===== config.mk =====
export PLATFORM = sky130hd
export DESIGN_NAME = zero_cross_edge
export DESIGN_NICKNAME = d
export VERILOG_FILES = /design/src/rtl/zero_cross_edge.sv
export SDC_FILE = /design/constraint.sdc
export NUM_CORES = 1
export LEC_CHECK = 0
export BUFFER_PORTS_ARGS = -buffer_cell sky130_fd_sc_hd__buf_2
export CELL_PAD_IN_SITES_DETAIL_PLACEMENT = 1
export CELL_PAD_IN_SITES_GLOBAL_PLACEMENT = 1
export CORE_UTILIZATION = 46
export CTS_CLUSTER_DIAMETER = 50
export DETAILED_ROUTE_END_ITERATION = 8
export PLACE_DENSITY = 0.95
export REMOVE_ABC_BUFFERS = 1
export SKIP_LAST_GASP = 1
export SYNTH_ARGS = -nofsm -noshare
export SYNTH_HDL_FRONTEND = slang
export SYNTH_SLANG_ARGS = --single-unit

===== constraint.sdc =====
create_clock -name clk -period 6.7 [get_ports clk]
set_input_delay 1.34 -clock clk [delete_from_list [all_inputs] [get_ports clk]]
set_output_delay 1.34 -clock clk [all_outputs]
set_load 0.02 [all_outputs]

===== src/rtl/zero_cross_edge.sv =====
// zero_cross_edge: raster scan of a 3x3 signed Laplacian window per pixel with thresholded
// zero-crossing classification, streamed out through a credit-managed FWFT FIFO.

module zc_pair #(
  parameter int PXL_BITS = 12
) (
  input  logic [PXL_BITS-1:0] i_a,
  input  logic [PXL_BITS-1:0] i_b,
  input  logic [PXL_BITS-1:0] i_thresh,
  output logic                o_hit
);
  logic signed [PXL_BITS:0] w_a, w_b, w_d;
  logic        [PXL_BITS:0] w_mag;
  logic w_an, w_ap, w_bn, w_bp, w_cross;

  // One extra bit keeps |a-b| exact across the full signed range.
  assign w_a   = {i_a[PXL_BITS-1], i_a};
  assign w_b   = {i_b[PXL_BITS-1], i_b};
  assign w_d   = w_a - w_b;
  assign w_mag = w_d[PXL_BITS] ? -w_d : w_d;

  assign w_an    = i_a[PXL_BITS-1];
  assign w_ap    = !i_a[PXL_BITS-1] && (|i_a);
  assign w_bn    = i_b[PXL_BITS-1];
  assign w_bp    = !i_b[PXL_BITS-1] && (|i_b);
  assign w_cross = (w_an && w_bp) || (w_ap && w_bn);
  assign o_hit   = w_cross && (w_mag >= {1'b0, i_thresh});
endmodule

module zero_cross_edge #(
  parameter int IMG_WD     = 8,
  parameter int IMG_HT     = 8,
  parameter int COORD_BITS = 3,
  parameter int WIN_WD     = 3,
  parameter int WIN_HT     = 3,
  parameter int PXL_BITS   = 12,
  parameter int FIFO_DEPTH = 4
) (
  input  logic                                clk,
  input  logic                                rst_n,
  input  logic                                start,
  input  logic [PXL_BITS-1:0]                 thresh,
  output logic                                busy,
  output logic                                done,
  output logic                                rd_en,
  output logic [COORD_BITS-1:0]               rd_x,
  output logic [COORD_BITS-1:0]               rd_y,
  input  logic [WIN_HT*WIN_WD*PXL_BITS-1:0]   rd_data_flat,
  output logic                                out_valid,
  input  logic                                out_ready,
  output logic                                out_edge,
  output logic [COORD_BITS-1:0]               out_x,
  output logic [COORD_BITS-1:0]               out_y,
  output logic                                out_last
);
  localparam int NPAIR = 4;
  localparam int PTR_W = $clog2(FIFO_DEPTH);
  localparam int CNT_W = PTR_W + 1;
  localparam logic [COORD_BITS-1:0] X_LAST = COORD_BITS'(IMG_WD - 1);
  localparam logic [COORD_BITS-1:0] Y_LAST = COORD_BITS'(IMG_HT - 1);

  typedef enum logic [1:0] {S_IDLE, S_SCAN, S_DRAIN, S_DONE} state_t;
  typedef struct packed {
    logic                  edg;
    logic [COORD_BITS-1:0] x;
    logic [COORD_BITS-1:0] y;
    logic                  last;
  } beat_t;

  state_t                r_state, w_state_nxt;
  logic [PXL_BITS-1:0]   r_thresh;
  logic [COORD_BITS-1:0] r_cur_x, r_cur_y;
  logic                  r_rd_pend;
  logic [COORD_BITS-1:0] r_rd_x, r_rd_y;
  logic                  r_rd_last;
  logic                  w_cur_last, w_credit_ok;

  beat_t                 r_mem [FIFO_DEPTH];
  logic [PTR_W-1:0]      r_wr, r_rd;
  logic [CNT_W-1:0]      r_cnt;
  beat_t                 w_push_beat, w_head;
  logic                  w_push, w_pop;

  logic [NPAIR-1:0][PXL_BITS-1:0] w_pa, w_pb;
  logic [NPAIR-1:0]               w_hit;
  logic                           w_unused_ctr;

  // Opposing pairs around the centre: horizontal, vertical, main and anti diagonal.
  assign w_pa[0] = rd_data_flat[(1*WIN_WD+0)*PXL_BITS +: PXL_BITS];
  assign w_pb[0] = rd_data_flat[(1*WIN_WD+2)*PXL_BITS +: PXL_BITS];
  assign w_pa[1] = rd_data_flat[(0*WIN_WD+1)*PXL_BITS +: PXL_BITS];
  assign w_pb[1] = rd_data_flat[(2*WIN_WD+1)*PXL_BITS +: PXL_BITS];
  assign w_pa[2] = rd_data_flat[(0*WIN_WD+0)*PXL_BITS +: PXL_BITS];
  assign w_pb[2] = rd_data_flat[(2*WIN_WD+2)*PXL_BITS +: PXL_BITS];
  assign w_pa[3] = rd_data_flat[(0*WIN_WD+2)*PXL_BITS +: PXL_BITS];
  assign w_pb[3] = rd_data_flat[(2*WIN_WD+0)*PXL_BITS +: PXL_BITS];
  assign w_unused_ctr = ^rd_data_flat[(1*WIN_WD+1)*PXL_BITS +: PXL_BITS];

  for (genvar i = 0; i < NPAIR; i++) begin : g_pair
    zc_pair #(.PXL_BITS(PXL_BITS)) u_pair (
      .i_a(w_pa[i]), .i_b(w_pb[i]), .i_thresh(r_thresh), .o_hit(w_hit[i])
    );
  end

  // Credits cover both queued beats and the read whose data lands this cycle.
  assign w_credit_ok = ({1'b0, r_cnt} + (CNT_W+1)'(r_rd_pend)) < (CNT_W+1)'(FIFO_DEPTH);
  assign w_cur_last  = (r_cur_x == X_LAST) && (r_cur_y == Y_LAST);
  assign rd_x        = r_cur_x;
  assign rd_y        = r_cur_y;

  assign w_push      = r_rd_pend;
  assign w_push_beat = {|w_hit, r_rd_x, r_rd_y, r_rd_last};
  assign w_head      = r_mem[r_rd];
  assign out_valid   = (r_cnt != '0);
  assign w_pop       = out_valid && out_ready;
  assign out_edge    = out_valid && w_head.edg;
  assign out_x       = out_valid ? w_head.x : '0;
  assign out_y       = out_valid ? w_head.y : '0;
  assign out_last    = out_valid && w_head.last;

  always_comb begin
    w_state_nxt = r_state;
    rd_en       = 1'b0;
    busy        = 1'b0;
    done        = 1'b0;
    case (r_state)
      S_IDLE:  if (start) w_state_nxt = S_SCAN;
      S_SCAN: begin
        busy  = 1'b1;
        rd_en = w_credit_ok;
        if (w_credit_ok && w_cur_last) w_state_nxt = S_DRAIN;
      end
      S_DRAIN: begin
        busy = 1'b1;
        if (w_pop && w_head.last && !r_rd_pend) w_state_nxt = S_DONE;
      end
      S_DONE: begin
        done        = 1'b1;
        w_state_nxt = S_IDLE;
      end
      default: w_state_nxt = S_IDLE;
    endcase
  end

  always_ff @(posedge clk or negedge rst_n) begin
    if (!rst_n) begin
      r_state   <= S_IDLE;
      r_thresh  <= '0;
      r_cur_x   <= '0;
      r_cur_y   <= '0;
      r_rd_pend <= 1'b0;
      r_rd_x    <= '0;
      r_rd_y    <= '0;
      r_rd_last <= 1'b0;
    end else begin
      r_state   <= w_state_nxt;
      r_rd_pend <= rd_en;
      if (r_state == S_IDLE && start) begin
        r_thresh <= thresh;
        r_cur_x  <= '0;
        r_cur_y  <= '0;
      end
      if (rd_en) begin
        r_rd_x    <= r_cur_x;
        r_rd_y    <= r_cur_y;
        r_rd_last <= w_cur_last;
        if (r_cur_x == X_LAST) begin
          r_cur_x <= '0;
          r_cur_y <= (r_cur_y == Y_LAST) ? '0 : r_cur_y + COORD_BITS'(1);
        end else begin
          r_cur_x <= r_cur_x + COORD_BITS'(1);
        end
      end
    end
  end

  always_ff @(posedge clk) begin
    if (w_push) r_mem[r_wr] <= w_push_beat;
  end

  always_ff @(posedge clk or negedge rst_n) begin
    if (!rst_n) begin
      r_wr  <= '0;
      r_rd  <= '0;
      r_cnt <= '0;
    end else begin
      if (w_push) r_wr <= r_wr + PTR_W'(1);
      if (w_pop)  r_rd <= r_rd + PTR_W'(1);
      r_cnt <= r_cnt + CNT_W'(w_push) - CNT_W'(w_pop);
    end
  end

  a_no_overflow: assert property (@(posedge clk) disable iff (!rst_n)
    !(w_push && !w_pop && r_cnt == CNT_W'(FIFO_DEPTH)));
endmodule


# After elaboration in Yosys (flattened, before gate mapping)
# Memory sizes are Yosys's and may differ from the RTL's.
# Index checks and enable logic that the tools add are counted.
word_totals:
  ff_bits: 35
  mem_bits_rw: 32
  in_bits: 124
  out_inout_bits: 18
  word_cells: 117
  n_memories: 1
mem_list:
  columns: ["name", "words", "width", "rd", "rd_ports_with_merged_regs", "wr", "line_no", "text"]
  rows:
  - ["r_mem", 4, 8, 1, 0, 1, "78", "beat_t r_mem [FIFO_DEPTH];"]
op_classes:
  n_addsub: 15
  magnitude_cmp: 5
  eq_ne: 8
  mux: 22
  reduce_logical: 55
ops:
  columns: ["cell", "n"]
  rows:
  - ["$reduce_or 12->1", 8]
  - ["$ge 13x12->1", 4]
  - ["$mux 13", 4]
  - ["$neg 13->13", 4]
  - ["$sub 12x12->13", 4]
  - ["$logic_and 1x1->1", 28]
  - ["$mux 3", 9]
  - ["$logic_not 1->1", 9]
  - ["$pmux 2 s4", 1]
  - ["$add 3x1->3 const B", 2]
  - ["$eq 3x3->1 const B", 2]
  - ["$mux 2", 3]
  - ["$ne 2x2->1 const B", 3]
  - ["$mux 1", 5]
  - ["$add 2x1->2 const B", 2]
  - ["$add 3x1->4", 1]
  - ["$eq 2x2->1 const B", 2]
  - ["$logic_or 1x1->1", 4]
  - ["$lt 4x3->1 const B", 1]
  - ["$reduce_or 4->1", 1]
  - ["$add 3x1->3", 1]
  - ["$reduce_and 3->1", 1]
  - ["$reduce_bool 3->1", 1]
  - ["$sub 3x1->3", 1]
  - ["other kinds (4)", 4]

# Depth between registers and ports, before layout
# Gate-level depths: netlist of run 1.
logic_depth:
  word_depth: 6
  mapped_depth: 21
  depth_no_buf: 20

# Hierarchy
# Synthesis of run 1 repeated with hierarchy kept, for this count alone.
hier_totals:
  cells_unflattened: 998
  hier_area_um2: 8534.4
by_module_without_submodules:
  columns: ["mod", "n_inst", "cells_each", "area_each_um2", "seq_area_each_um2"]
  rows:
  - ["zc_pair", 4, 203, 1402.6, 0.0]
  - ["zero_cross_edge", 1, 186, 2924.1, 1836.8]

# Worst setup path after synthesis of run 1
# Ideal clock, no wire load.
synth_timing:
  path_type: "input -> register"
  startpoint: "input rd_data_flat[36]"
  endpoint: "memory r_mem[0][7] (netlist bit) (data pin)"
  setup_time_ns: 0.190
  arrival_ns: 4.879
  t_required_ns: 6.510
  slack_ns: 1.631
  stages: 19
  n_path_buf: 0
  path_cell_list: "inv_1 -> ha_1 -> fa_1 -> and2b_1 -> o2111ai_1 -> a31o_2 -> a311oi_1 -> nand2b_1 -> nor4b_1 -> nor2_1 -> xnor2_1 -> ha_1 -> nand3_1 -> or3_1 -> o211ai_1 -> a21oi_1 -> o211a_1 -> o31a_1 -> o211ai_1"
synth_lines:
  columns: ["element", "line_no", "text"]
  rows:
  - ["start: declaration", "48", "input logic [WIN_HT*WIN_WD*PXL_BITS-1:0] rd_data_flat,"]
  - ["end: declaration", "78", null]

==> reports/qor.txt, run 1 <==
CTS
------------------------------------------------------------------------------------------------------
Buffer depth of the longest clock path ..................................................            2
Number of buffers created by CTS ........................................................            9
Maximum level of the CTS H-tree .........................................................            3
Clock transition at the register clock pins on the worst setup and hold paths after CTS .        60 ps
Post-CTS Hold Buffers ...................................................................            0
Insertion delay of the later-clocked pin in the worst-skew pair .........................       330 ps
Buffer type at the clock tree root ......................................................    clkbuf_16
TritonCTS sink count ....................................................................           67
Setup Buffers After CTS .................................................................            0
PostCTS Resize Cnt ......................................................................            0
TritonCTS clock tree ....................................................................         done

ROUTE
------------------------------------------------------------------------------------------------------
Total wire length .......................................................................     22900 um
# DRC ...................................................................................            0
WL/cell .................................................................................      19.0 um
Count of nets left with antenna violations after detail routing .........................            0
Number of DRC markers after the initial detailed-route iteration ........................          324
First-pass detailed-route iteration total ...............................................            4
Via density per instance ................................................................         5.84
Total vias in the final route ...........................................................         7048

POWER
------------------------------------------------------------------------------------------------------
Switching power as a share of total power ...............................................        45.4%
P_int ...................................................................................      1.50 mW
Fraction of power consumed by combinational cells .......................................        57.7%
Leakage dissipation .....................................................................      4.09 nW
Net Sw Power ............................................................................      1.25 mW
Peak ir drop on the vdd network .........................................................     0.227 mV
Overall power consumption ...............................................................      2.75 mW
Sequential share of power ...............................................................        26.1%
PwrDens .................................................................................  319 nW/um^2
Share of total power in the clock network ...............................................        16.2%

TIMING
------------------------------------------------------------------------------------------------------
RSZ-0062 raised after global routing ....................................................           no
Slew at the pin closest to its max-slew limit ...........................................       959 ps
Maximum clock frequency .................................................................      165 MHz
Slew HR .................................................................................        36.1%
Sum of negative setup slack .............................................................         0 ps
Final count of pins violating max slew ..................................................            0
Post-route minimum period ...............................................................      6060 ps
Clock Skews .............................................................................      7.37 ps
Share of the cycle needed by the critical path after routing ............................        90.4%
Number of endpoints with negative hold slack in the final report ........................            0
Final setup viols .......................................................................            0

LOGIC SYNTHESIS
------------------------------------------------------------------------------------------------------
Dominant synthesized flop cell ..........................................................      dfrtp_1
Average footprint of a synthesized cell .................................................   8.71 sq um
Total of flip-flops plus latches after synthesis ........................................           67
Gate count after technology mapping .....................................................          861
Post-synthesis instance area ............................................................   7500 sq um
Number of library cell types mapped by synthesis ........................................           72
Number of warnings printed during yosys synthesis .......................................            0
Async set-reset flop share out of synthesis .............................................        52.2%
Portion of the post-synthesis area used by sequential elements ..........................        24.5%
Number of synthesized flops with an enable pin ..........................................           32

CELLS AND AREA
------------------------------------------------------------------------------------------------------
Non-Filler Cell Area, Final .............................................................   8630 sq um
Filler instances ........................................................................         1971
Combined area of the multi-input logic cells ............................................   5250 sq um
Most common cell after layout, fill and taps aside ......................................        buf_2
Number of nets in the layout ............................................................         1230
# diodes ................................................................................            0
Share of cells above drive strength 1 ...................................................        18.1%
Synthesis-to-layout area growth .........................................................        15.1%
Highest-count cells in the layout ignoring fill and taps ................................ buf_2 (129), ha_1 (116), inv_1 (93), nand2_1 (68), a21oi_1 (55)
Area used by sequential logic in the layout .............................................   1840 sq um

OUTCOME
------------------------------------------------------------------------------------------------------
Run status .............................................................................. complete, no violations

HOLD PATH
------------------------------------------------------------------------------------------------------
Hold path cells .........................................................................            1
Type of the worst min-delay path ........................................................      reg2reg

CRITICAL PATH
------------------------------------------------------------------------------------------------------
Crit Path Max Fanout ....................................................................            4
Critical Path Start Type ................................................................    input pin
Critical Path End Type ..................................................................         flop
Arr. time, crit path ....................................................................      6120 ps
Required time of the critical path ......................................................      6760 ps
Worst reg2reg path depth ................................................................            9
Worst Setup Path Type ...................................................................       in2reg

DIE
------------------------------------------------------------------------------------------------------
Boundary Pins ...........................................................................          142
Chip Height .............................................................................       130 um
Core Footprint ..........................................................................  15900 sq um
Die outline area ........................................................................  16800 sq um
Site Rows ...............................................................................           46
Starting Density ........................................................................        47.2%
Width of the die ........................................................................       130 um

GLOBAL ROUTE
------------------------------------------------------------------------------------------------------
Maximum number of pins on one net before global-route repair ............................           36
Wire length of the first global-routing pass ............................................     37100 um
Total routing usage reported by global routing ..........................................        28.1%
Antenna violations before repair ........................................................            0
Vias in the first global route ..........................................................         7581
Remaining Overflow, GRT .................................................................            0

PLACEMENT
------------------------------------------------------------------------------------------------------
Number of buffers added on ports ........................................................          129
Gpl congestion ..........................................................................        0.835
Post-placement cell area ................................................................   8350 sq um
Post-DP HPWL ............................................................................     18300 um

FLOW RUN
------------------------------------------------------------------------------------------------------
Number of maximum-capacitance violations ................................................            0

per-layer routing:
layer / vias to the layer above / part of all wire [%] / GRT usage, %
met5: - / 0 / 0
met4: 0 / 2.3 / 10.5
met3: 45 / 2.6 / 2.68
met2: 142 / 54 / 54.5
met1: 3483 / 41 / 31.6
li1: 3378 / - / -
final cells by class:
cell class / count / share of cell area, %
clock buffer: 9 / 2.61
multi-input combinational: 685 / 60.8
sequential: 67 / 21.3
clock inverter: 7 / 0.609
timing repair buffer: 129 / 7.48
tap: 216 / 3.13
inverter: 93 / 4.05
through the flow:
stage	instances	util (%)	hold WS, ps	setup slack (ps)
floorplan	845	-	476	1610
global placement	1190	52.6	486	962
detailed placement	1190	52.6	496	566
CTS	1206	54.3	509	740
global route	1206	54.3	540	336
finish	1206	54.3	507	644
power groups by stage:
stage | Sequential (mW) | Clock [mW] | Combinational, mW
detailed placement | 0.714 | 0 | 1.55
CTS | 0.715 | 0.450 | 1.59
floorplan | 0.670 | 0 | 1.10
global placement | 0.693 | 0 | 1.41
finish | 0.717 | 0.446 | 1.59
global route | 0.728 | 0.465 | 1.78
critical path, stage by stage:
cell and delay [ps]:
buf_2 90, inv_1 40, ha_1 210, fa_1 400, and2b_1 250, o2111ai_1 210, a31o_2 320, a311oi_1 620
nand2b_1 130, nor4b_1 640, nor2_1 150, xnor2_1 170, ha_1 330, nand3_1 100, or3_1 360, o211ai_1 180
a21oi_1 90, o211a_1 130, o31a_1 100, o211ai_1 240
registers in the layout, summed over array words and instances (netlist names):
name       cells
rd_x           3
r_mem         32
rd_y           3
r_wr           2
r_rd_x         3
r_rd_last      1
r_rd_y         3
r_rd           2
r_cnt          3
r_state        2
r_rd_pend      1
r_thresh      12
cells by family after synthesis:
| logic type | after synthesis | synth area share, % |
|---|---|---|
| simple gates | 263 | 17.8 |
| compound gates | 201 | 17.9 |
| fa+ha+maj | 121 | 20.7 |
| buf+inv | 109 | 5.52 |
| xor+xnor | 78 | 9.11 |
| flops | 67 | 24.5 |
| mux | 22 | 4.47 |
cell usage after synthesis, types with 16 or more instances:
cell type	count	area (sq um)
ha_1	116	1450
inv_1	93	349
nand2_1	68	255
a21oi_1	55	275
xnor2_1	53	464
nor2_1	49	184
o21ai_0	38	190
dfrtp_1	35	876
edfxtp_1	32	961
xor2_1	25	219
nand3_1	24	120
nor4_1	21	131
nor3_1	17	85.1
and2_1	16	100
path summary, 6_finish.rpt:
| kind | from | end | slack, ps |
|---|---|---|---|
| worst min register to register | r_thresh[11] | r_thresh[11] | 510 |
| worst max-delay path | rd_data_flat[36] | r_mem[1][7] | 640 |
| worst max register to register | r_cnt[1] | r_cnt[2] | 4130 |
| worst min-delay path | r_thresh[11] | r_thresh[11] | 510 |
| min in group asynchronous | rst_n | r_rd[0] | 1110 |
| max in group asynchronous | rst_n | r_thresh[1] | 5040 |
Note: power is estimated with default switching activity, not from simulation.
==> inputs of run 2 (changes only) <==
--- a/config.mk
+++ b/config.mk
@@ -5,12 +5,15 @@
 export SDC_FILE = /design/constraint.sdc
 export NUM_CORES = 1
 export LEC_CHECK = 0
+export ABC_AREA = 1
 export BUFFER_PORTS_ARGS = -buffer_cell sky130_fd_sc_hd__buf_2
+export CAP_MARGIN = 40
 export CELL_PAD_IN_SITES_DETAIL_PLACEMENT = 1
 export CELL_PAD_IN_SITES_GLOBAL_PLACEMENT = 1
-export CORE_UTILIZATION = 46
+export CORE_UTILIZATION = 44
 export CTS_CLUSTER_DIAMETER = 50
 export DETAILED_ROUTE_END_ITERATION = 8
+export GPL_ROUTABILITY_DRIVEN = 1
 export PLACE_DENSITY = 0.95
 export REMOVE_ABC_BUFFERS = 1
 export SKIP_LAST_GASP = 1
==> reports/qor.txt, run 2 <==
OUTCOME
------------------------------------------------------------------------------------------------------
Run status .............................................................................. complete, no violations

CTS
------------------------------------------------------------------------------------------------------
Buffer depth of the longest clock path ..................................................            2   unchanged
Post-CTS Hold Buffers ...................................................................            0   unchanged
Maximum level of the CTS H-tree .........................................................            3   unchanged
PostCTS Resize Cnt ......................................................................            0   unchanged
Insertion delay of the later-clocked pin in the worst-skew pair .........................       340 ps   about the same
Buffer type at the clock tree root ......................................................    clkbuf_16
TritonCTS clock tree ....................................................................         done
Number of buffers created by CTS ........................................................            9   unchanged
Clock transition at the register clock pins on the worst setup and hold paths after CTS .        60 ps   about the same
TritonCTS sink count ....................................................................           67   unchanged
Setup Buffers After CTS .................................................................            0   unchanged

TIMING
------------------------------------------------------------------------------------------------------
Sum of negative setup slack .............................................................         0 ps   unchanged
Final count of pins violating max slew ..................................................            0   unchanged
Post-route minimum period ...............................................................      4800 ps   -1260 ps
RSZ-0062 raised after global routing ....................................................           no
Maximum clock frequency .................................................................      209 MHz   +26%
Slack of the critical path ..............................................................      1900 ps   +1260 ps
Final setup viols .......................................................................            0   unchanged
Number of endpoints with negative hold slack in the final report ........................            0   unchanged
Slew at the pin closest to its max-slew limit ...........................................       842 ps   -117 ps
Clock Skews .............................................................................      8.92 ps   +1.56 ps
Slew HR .................................................................................        43.9%   +7.8 points
Share of the cycle needed by the critical path after routing ............................        71.6%   -19 points

ROUTE
------------------------------------------------------------------------------------------------------
Total wire length .......................................................................     24800 um   +8.2%
Total met3 wirelength after detailed routing ............................................       778 um   +30%
Via density per instance ................................................................         5.20   -11%
Total vias in the final route ...........................................................         8861   +26%
First-pass detailed-route iteration total ...............................................            4   unchanged
Highest Signal Layer ....................................................................         met4
WL/cell .................................................................................      14.6 um   -23%
Number of DRC markers after the initial detailed-route iteration ........................          202   -38%
# DRC ...................................................................................            0   unchanged
Met1 Wirelength .........................................................................     10300 um   +8.4%
Count of nets left with antenna violations after detail routing .........................            0   unchanged
Routed met2 length ......................................................................     13300 um   +7.6%

LOGIC SYNTHESIS
------------------------------------------------------------------------------------------------------
Number of warnings printed during yosys synthesis .......................................            0   unchanged
Most area-hungry cell type in the Yosys netlist .........................................         ha_1
Total of flip-flops plus latches after synthesis ........................................           67   unchanged
Async set-reset flop share out of synthesis .............................................        52.2%   unchanged
Ranking of synthesized cells by area .................................................... ha_1 (17%), nand2_1 (17%), inv_1 (12%), edfxtp_1 (11%), dfrtp_1 (10%)
Top cell type's share of synthesized area ...............................................        17.1%   -2.2 points
Number of library cell types mapped by synthesis ........................................           45   -38%
Average footprint of a synthesized cell .................................................   6.38 sq um   -27%
Number of synthesized flops with an enable pin ..........................................           32   unchanged
Count leader, synth .....................................................................      nand2_1
Most common library cells after synthesis ............................................... nand2_1 (378), inv_1 (260), nor2_1 (139), ha_1 (116), nand3_1 (90)
Portion of the post-synthesis area used by sequential elements ..........................        21.7%   -2.8 points
Post-synthesis instance area ............................................................   8470 sq um   +13%
Gate count after technology mapping .....................................................         1328   +54%
Dominant synthesized flop cell ..........................................................      dfrtp_1

CELLS AND AREA
------------------------------------------------------------------------------------------------------
Flip-flop count of the largest register after layout ....................................           32   unchanged
Number of nets in the layout ............................................................         1705   +39%
Non-Filler Cell Area, Final .............................................................   9720 sq um   +13%
Share of cells above drive strength 1 ...................................................        12.6%   -5.5 points
Largest regs ............................................................................ r_mem: 32 flops, r_thresh: 12 flops
Most common cell after layout, fill and taps aside ......................................      nand2_1
Synthesis-to-layout area growth .........................................................        14.9%
Register with the most flip-flops .......................................................        r_mem
Final Util ..............................................................................        51.8%   -2.5 points
Highest-count cells in the layout ignoring fill and taps ................................ nand2_1 (378), inv_1 (260), nor2_1 (139), buf_2 (129), ha_1 (116)

GLOBAL ROUTE
------------------------------------------------------------------------------------------------------
Maximum number of pins on one net before global-route repair ............................           36   unchanged
Antenna violations before repair ........................................................            3   +3
Wire length of the first global-routing pass ............................................     41500 um   +12%
Total routing usage reported by global routing ..........................................        25.7%   -2.5 points
Vias in the first global route ..........................................................         9308   +23%
Remaining Overflow, GRT .................................................................            0   unchanged

POWER
------------------------------------------------------------------------------------------------------
Leakage dissipation .....................................................................      5.70 nW   +39%
Peak ir drop on the vdd network .........................................................     0.126 mV   -44%
Overall power consumption ...............................................................      2.88 mW   +4.6%
PwrDens .................................................................................  296 nW/um^2   -7.2%

CRITICAL PATH
------------------------------------------------------------------------------------------------------
Critical Path Start Type ................................................................    input pin
Required time of the critical path ......................................................      6750 ps   about the same
Register-to-Register Setup Slack ........................................................      4170 ps   +40 ps
Crit Path Max Fanout ....................................................................            6   +2
Worst reg2reg path depth ................................................................           10   +1
Arr. time, crit path ....................................................................      4850 ps   -1270 ps
Worst Setup Path Type ...................................................................       in2reg
Biggest cell delay along the critical path ..............................................       400 ps   -240 ps
Most frequent cell on the critical path .................................................      nand2_1
Critical-path top delay cell ............................................................         fa_1
Critical Path End Type ..................................................................         flop

DIE
------------------------------------------------------------------------------------------------------
Core Footprint ..........................................................................  18800 sq um   +18%
Chip Height .............................................................................       141 um   +8.5%
Width of the die ........................................................................       141 um   +8.5%
Boundary Pins ...........................................................................          142   unchanged
Starting Density ........................................................................        45.1%   -2.1 points
Site Rows ...............................................................................           50   +8.7%
Die outline area ........................................................................  19800 sq um   +18%

PLACEMENT
------------------------------------------------------------------------------------------------------
Gpl congestion ..........................................................................        0.857   +2.7%
Worst setup timing slack at the placement stage .........................................      1630 ps   +1060 ps
Number of buffers added on ports ........................................................          129   unchanged
Post-placement cell area ................................................................   9390 sq um   +12%
Post-DP HPWL ............................................................................     20600 um   +12%

FLOW RUN
------------------------------------------------------------------------------------------------------
Number of maximum-capacitance violations ................................................            0   unchanged

HOLD PATH
------------------------------------------------------------------------------------------------------
Type of the worst min-delay path ........................................................      reg2reg
Hold path cells .........................................................................            1   unchanged

## run 2: cell count changes after synthesis, sizes merged, moves of 10 or more
cell	delta
nand2	+324
nand2b	-13
nand4	+14
xnor2	-43
nor2	+91
inv	+181
nand3	+68
nor2b	-11
and2	-14
mux2	-11
a21o	-12
xor2	+10
## run 2: logic make-up (layout without fill, tap and decap cells)
| family | after synthesis | count (layout) | share of synthesized area (%) |
|---|---|---|---|
| buf+inv | 283 | 420 | 12.7 |
| compound gates | 123 | 123 | 7.83 |
| mux | 1 | 1 | 0.133 |
| simple gates | 688 | 688 | 34.7 |
| fa+ha+maj | 121 | 121 | 18.3 |
| xor+xnor | 45 | 45 | 4.65 |
| flops | 67 | 67 | 21.7 |
| other cells | 0 | 4 | 0 |
## run 2: worst paths after layout
check / from / to
min in group asynchronous: rst_n / r_rd[0]
max in group asynchronous: rst_n / r_thresh[2]
min: r_wr[0] / r_wr[0]
max: rd_data_flat[36] / r_mem[3][7]
min reg2reg: r_wr[0] / r_wr[0]
max reg2reg: r_cnt[1] / r_cnt[2]
## run 2: power breakdown
part | internal [mW] | switching, mW
combinational | 0.599 | 1.06
clock | 0.329 | 0.198
sequential | 0.569 | 0.117
total | 1.50 | 1.38
## run 2: layer usage
metal / vias up / track usage [%]
met1: 4196 / 27.7
met4: 0 / 7.15
met2: 152 / 51.1
met5: - / 0
li1: 4473 / -
met3: 40 / 3.80
## run 2: metrics by stage
stage | cells | hold WS [ps]
after floorplan | 1319 | 476
after global placement | 1682 | 497
after detailed placement | 1683 | 524
after CTS | 1699 | 536
after global routing | 1701 | 564
final | 1703 | 532
## run 2: area by class of cell
cell class | instances | area [sq um]
diodes | 4 | 10.0
clock buffers | 9 | 225
clock inverters | 7 | 98.8
fillers | 2634 | 9040
inverters | 274 | 1030
multi-input cells | 978 | 5560
flip-flops and latches | 67 | 1840
well taps | 234 | 293
repair buffers | 130 | 673
## run 2: critical path: cells and delay by family
family | cells | cell delay (ps)
buffers and inverters | 5 | 360
xor gates and xnor gates | 1 | 200
AOI/OAI and AO/OA | 3 | 400
and+or+nand+nor | 18 | 1590
adders and majority gates | 3 | 950
==> inputs of run 3 (changes only) <==
--- a/config.mk
+++ b/config.mk
@@ -10,11 +10,11 @@
 export CAP_MARGIN = 40
 export CELL_PAD_IN_SITES_DETAIL_PLACEMENT = 1
 export CELL_PAD_IN_SITES_GLOBAL_PLACEMENT = 1
-export CORE_UTILIZATION = 44
+export CORE_UTILIZATION = 41
 export CTS_CLUSTER_DIAMETER = 50
 export DETAILED_ROUTE_END_ITERATION = 8
 export GPL_ROUTABILITY_DRIVEN = 1
-export PLACE_DENSITY = 0.95
+export PLACE_DENSITY = 0.92
 export REMOVE_ABC_BUFFERS = 1
 export SKIP_LAST_GASP = 1
 export SYNTH_ARGS = -nofsm -noshare
==> constraint.sdc (replaced) <==
create_clock -name clk -period 4.7 [get_ports clk]
set_input_delay 0.94 -clock clk [delete_from_list [all_inputs] [get_ports clk]]
set_output_delay 0.94 -clock clk [all_outputs]
set_load 0.02 [all_outputs]
==> reports/qor.txt, run 3 (synthesized netlist as in run 2, its figures left out) <==
TIMING
------------------------------------------------------------------------------------------------------
Final count of pins violating max slew ..................................................            0   unchanged
Clock Skews .............................................................................      10.8 ps   +1.88 ps
Slew HR .................................................................................        44.6%   +0.70 points
Slack of the critical path ..............................................................       370 ps   -1530 ps
Post-Route Hold Slack ...................................................................       532 ps   -0.872 ps
Post-route minimum period ...............................................................      4330 ps
Share of the cycle needed by the critical path after routing ............................        92.1%
Slew at the pin closest to its max-slew limit ...........................................       831 ps   -10.6 ps
Final setup viols .......................................................................            0   unchanged
RSZ-0062 raised after global routing ....................................................           no
Sum of negative setup slack .............................................................         0 ps   unchanged
Maximum clock frequency .................................................................      231 MHz
Number of endpoints with negative hold slack in the final report ........................            0   unchanged

DIE
------------------------------------------------------------------------------------------------------
Chip Height .............................................................................       146 um   +3.5%
Starting Density ........................................................................        41.8%   -3.3 points
Width of the die ........................................................................       146 um   +3.5%
Core Footprint ..........................................................................  20200 sq um   +7.8%
Boundary Pins ...........................................................................          142   unchanged
Site Rows ...............................................................................           52   +4.0%
Die outline area ........................................................................  21200 sq um   +7.2%

CTS
------------------------------------------------------------------------------------------------------
Insertion delay of the later-clocked pin in the worst-skew pair .........................       330 ps   about the same
Clock transition at the register clock pins on the worst setup and hold paths after CTS .        60 ps   about the same
Post-CTS Hold Buffers ...................................................................            0   unchanged
Buffer type at the clock tree root ......................................................    clkbuf_16
Maximum level of the CTS H-tree .........................................................            3   unchanged
Buffer depth of the longest clock path ..................................................            2   unchanged
TritonCTS sink count ....................................................................           67   unchanged
TritonCTS clock tree ....................................................................         done
Number of buffers created by CTS ........................................................            9   unchanged

POWER
------------------------------------------------------------------------------------------------------
Leakage dissipation .....................................................................      5.66 nW   -0.56%
Net Sw Power ............................................................................      1.90 mW   +37%
Switching power as a share of total power ...............................................        48.4%   +0.47 points
Overall power consumption ...............................................................      3.92 mW   +36%
Sequential share of power ...............................................................        25.0%   +1.2 points
Share of total power in the clock network ...............................................        16.0%   -2.3 points
Peak ir drop on the vdd network .........................................................     0.188 mV   +49%
P_int ...................................................................................      2.02 mW   +35%
PwrDens .................................................................................  403 nW/um^2   +36%
Fraction of power consumed by combinational cells .......................................        59.0%   +1.1 points

GLOBAL ROUTE
------------------------------------------------------------------------------------------------------
Total routing usage reported by global routing ..........................................        23.0%   -2.7 points
Maximum number of pins on one net before global-route repair ............................           36   unchanged
Antenna violations before repair ........................................................            0   -3
Vias in the first global route ..........................................................         9080   -2.4%
Remaining Overflow, GRT .................................................................            0   unchanged
Wire length of the first global-routing pass ............................................     40600 um   -2.2%

CRITICAL PATH
------------------------------------------------------------------------------------------------------
Arr. time, crit path ....................................................................      4390 ps   -460 ps
Critical-path top delay cell ............................................................         fa_1
Most frequent cell on the critical path .................................................      nand2_1
Number of gates on the worst path with buffers counted ..................................           24   -20%
Register-to-Register Setup Slack ........................................................      2200 ps   -1970 ps
Critical Path Start Type ................................................................    input pin
Worst reg2reg path depth ................................................................           10   unchanged
Worst Setup Path Type ...................................................................       in2reg
Critical-path cell list ................................................................. buf_2 > inv_1 > ha_1 > fa_1 > ha_1 > a21boi_0 > nand3_1 > nor2_1 > nand3_1 > o21ai_1 > xnor2_1 > inv_1 > ha_1 > a21oi_1 > o21a_1 > nand2_1 > nand2_1 > nand2_1 > a21oi_1 > nand2_1 > nand2_1 > nand2_1 > inv_1 > nand2_2
Crit path buf inv count .................................................................            4   -1
Reg-to-reg endpoint .....................................................................     r_cnt[2]
Critical Path End Type ..................................................................         flop
Reg-to-reg critical path startpoint .....................................................     r_cnt[1]
Crit Path Max Fanout ....................................................................            4   -2
Family of cells with the greatest summed delay on the critical path .....................  adder cells
Biggest cell delay along the critical path ..............................................       570 ps   +170 ps
Required time of the critical path ......................................................      4760 ps   -1990 ps

HOLD PATH
------------------------------------------------------------------------------------------------------
Worst hold path endpoint ................................................................  r_mem[0][0]
Hold path cells .........................................................................            0   -1
Hold wc startpoint ......................................................................    r_rd_last
Type of the worst min-delay path ........................................................      reg2reg

ROUTE
------------------------------------------------------------------------------------------------------
WL/cell .................................................................................      13.6 um   -6.7%
Total wire length .......................................................................     23600 um   -4.9%
Total vias in the final route ...........................................................         8703   -1.8%
# DRC ...................................................................................            0   unchanged
Number of DRC markers after the initial detailed-route iteration ........................          228   +13%
Count of nets left with antenna violations after detail routing .........................            0   unchanged
First-pass detailed-route iteration total ...............................................            4   unchanged
Via density per instance ................................................................         5.01   -3.7%

PLACEMENT
------------------------------------------------------------------------------------------------------
Gpl congestion ..........................................................................        0.846   -1.3%
Number of buffers added on ports ........................................................          129   unchanged
Post-DP HPWL ............................................................................     19800 um   -3.9%
Worst setup timing slack at the placement stage .........................................      28.6 ps   -1600 ps

CELLS AND AREA
------------------------------------------------------------------------------------------------------
Largest regs ............................................................................ r_mem: 32 flops, r_thresh: 12 flops
Highest-count cells in the layout ignoring fill and taps ................................ nand2_1 (376), inv_1 (260), nor2_1 (139), buf_2 (129), ha_1 (116)
Register with the most flip-flops .......................................................        r_mem
Synthesis-to-layout area growth .........................................................        14.7%
Most common cell after layout, fill and taps aside ......................................      nand2_1
Flip-flop count of the largest register after layout ....................................           32   unchanged
Share of cells above drive strength 1 ...................................................        12.8%   +0.20 points
Number of nets in the layout ............................................................         1705   unchanged

FLOW RUN
------------------------------------------------------------------------------------------------------
Number of maximum-capacitance violations ................................................            0   unchanged

OUTCOME
------------------------------------------------------------------------------------------------------
Run status .............................................................................. complete, no violations

-- run 3: cell count changes in the layout (fill, tap and decap cells not counted), sizes merged --
cell | previous run | this run
clkbuf | 9 | 11
diode | 4 | 1
clkinv | 2 | 3
clkinvlp | 1 | 2
inv | 276 | 274
bufinv | 2 | 0
-- run 3: worst max-delay path by stage --
stage	startpoint	to
finish	rd_data_flat[36]	r_mem[1][7]
global route	rd_data_flat[36]	r_mem[1][7]
CTS	rd_data_flat[36]	r_mem[1][7]
detailed placement	rd_data_flat[0]	r_mem[0][7]
global placement	rd_data_flat[0]	r_mem[1][7]
floorplan	rd_data_flat[24]	r_mem[0][7]
-- run 3: power by group through the flow --
stage,Sequential (mW),Clock (mW),Combinational (mW)
final,0.978,0.626,2.31
after global routing,0.997,0.659,2.66
after CTS,0.979,0.634,2.33
after detailed placement,0.982,0,2.29
after global placement,0.965,0,2.14
after floorplan,0.944,0,1.65
-- run 3: cell type report --
type	instances	area (sq um)
fillers	2822	10500
multi-input cells	978	5580
flip-flops and latches	67	1840
inverters	274	1030
repair buffers	130	653
well taps	270	338
clock buffers	11	243
clock inverters	5	30.0
diodes	1	2.50
-- run 3: per-stage QoR --
step	area, sq um	instances	util (%)
2_1_floorplan	8420	1319	-
3_3_place_gp	9420	1719	46.5
3_5_place_dp	9420	1719	46.5
4_1_cts	9690	1735	47.9
5_1_grt	9710	1735	48.0
6_report	9710	1736	48.0
-- run 3: timing repair --
item / CTS / global route
gates resized for setup: 0 / 5
setup buffers: 0 / 0
endpoints found under the hold margin: 0 / 0
setup endpoints to repair: 0 / 4
-- run 3: routing by layer --
| layer | up-vias | global-route usage [%] | routed length (um) |
|---|---|---|---|
| li1 | 4468 | - | - |
| met1 | 4121 | 26.1 | 10000 |
| met2 | 98 | 46.1 | 12900 |
| met3 | 16 | 2.45 | 526 |
| met4 | 0 | 3.37 | 176 |
| met5 | - | 0 | 0 |
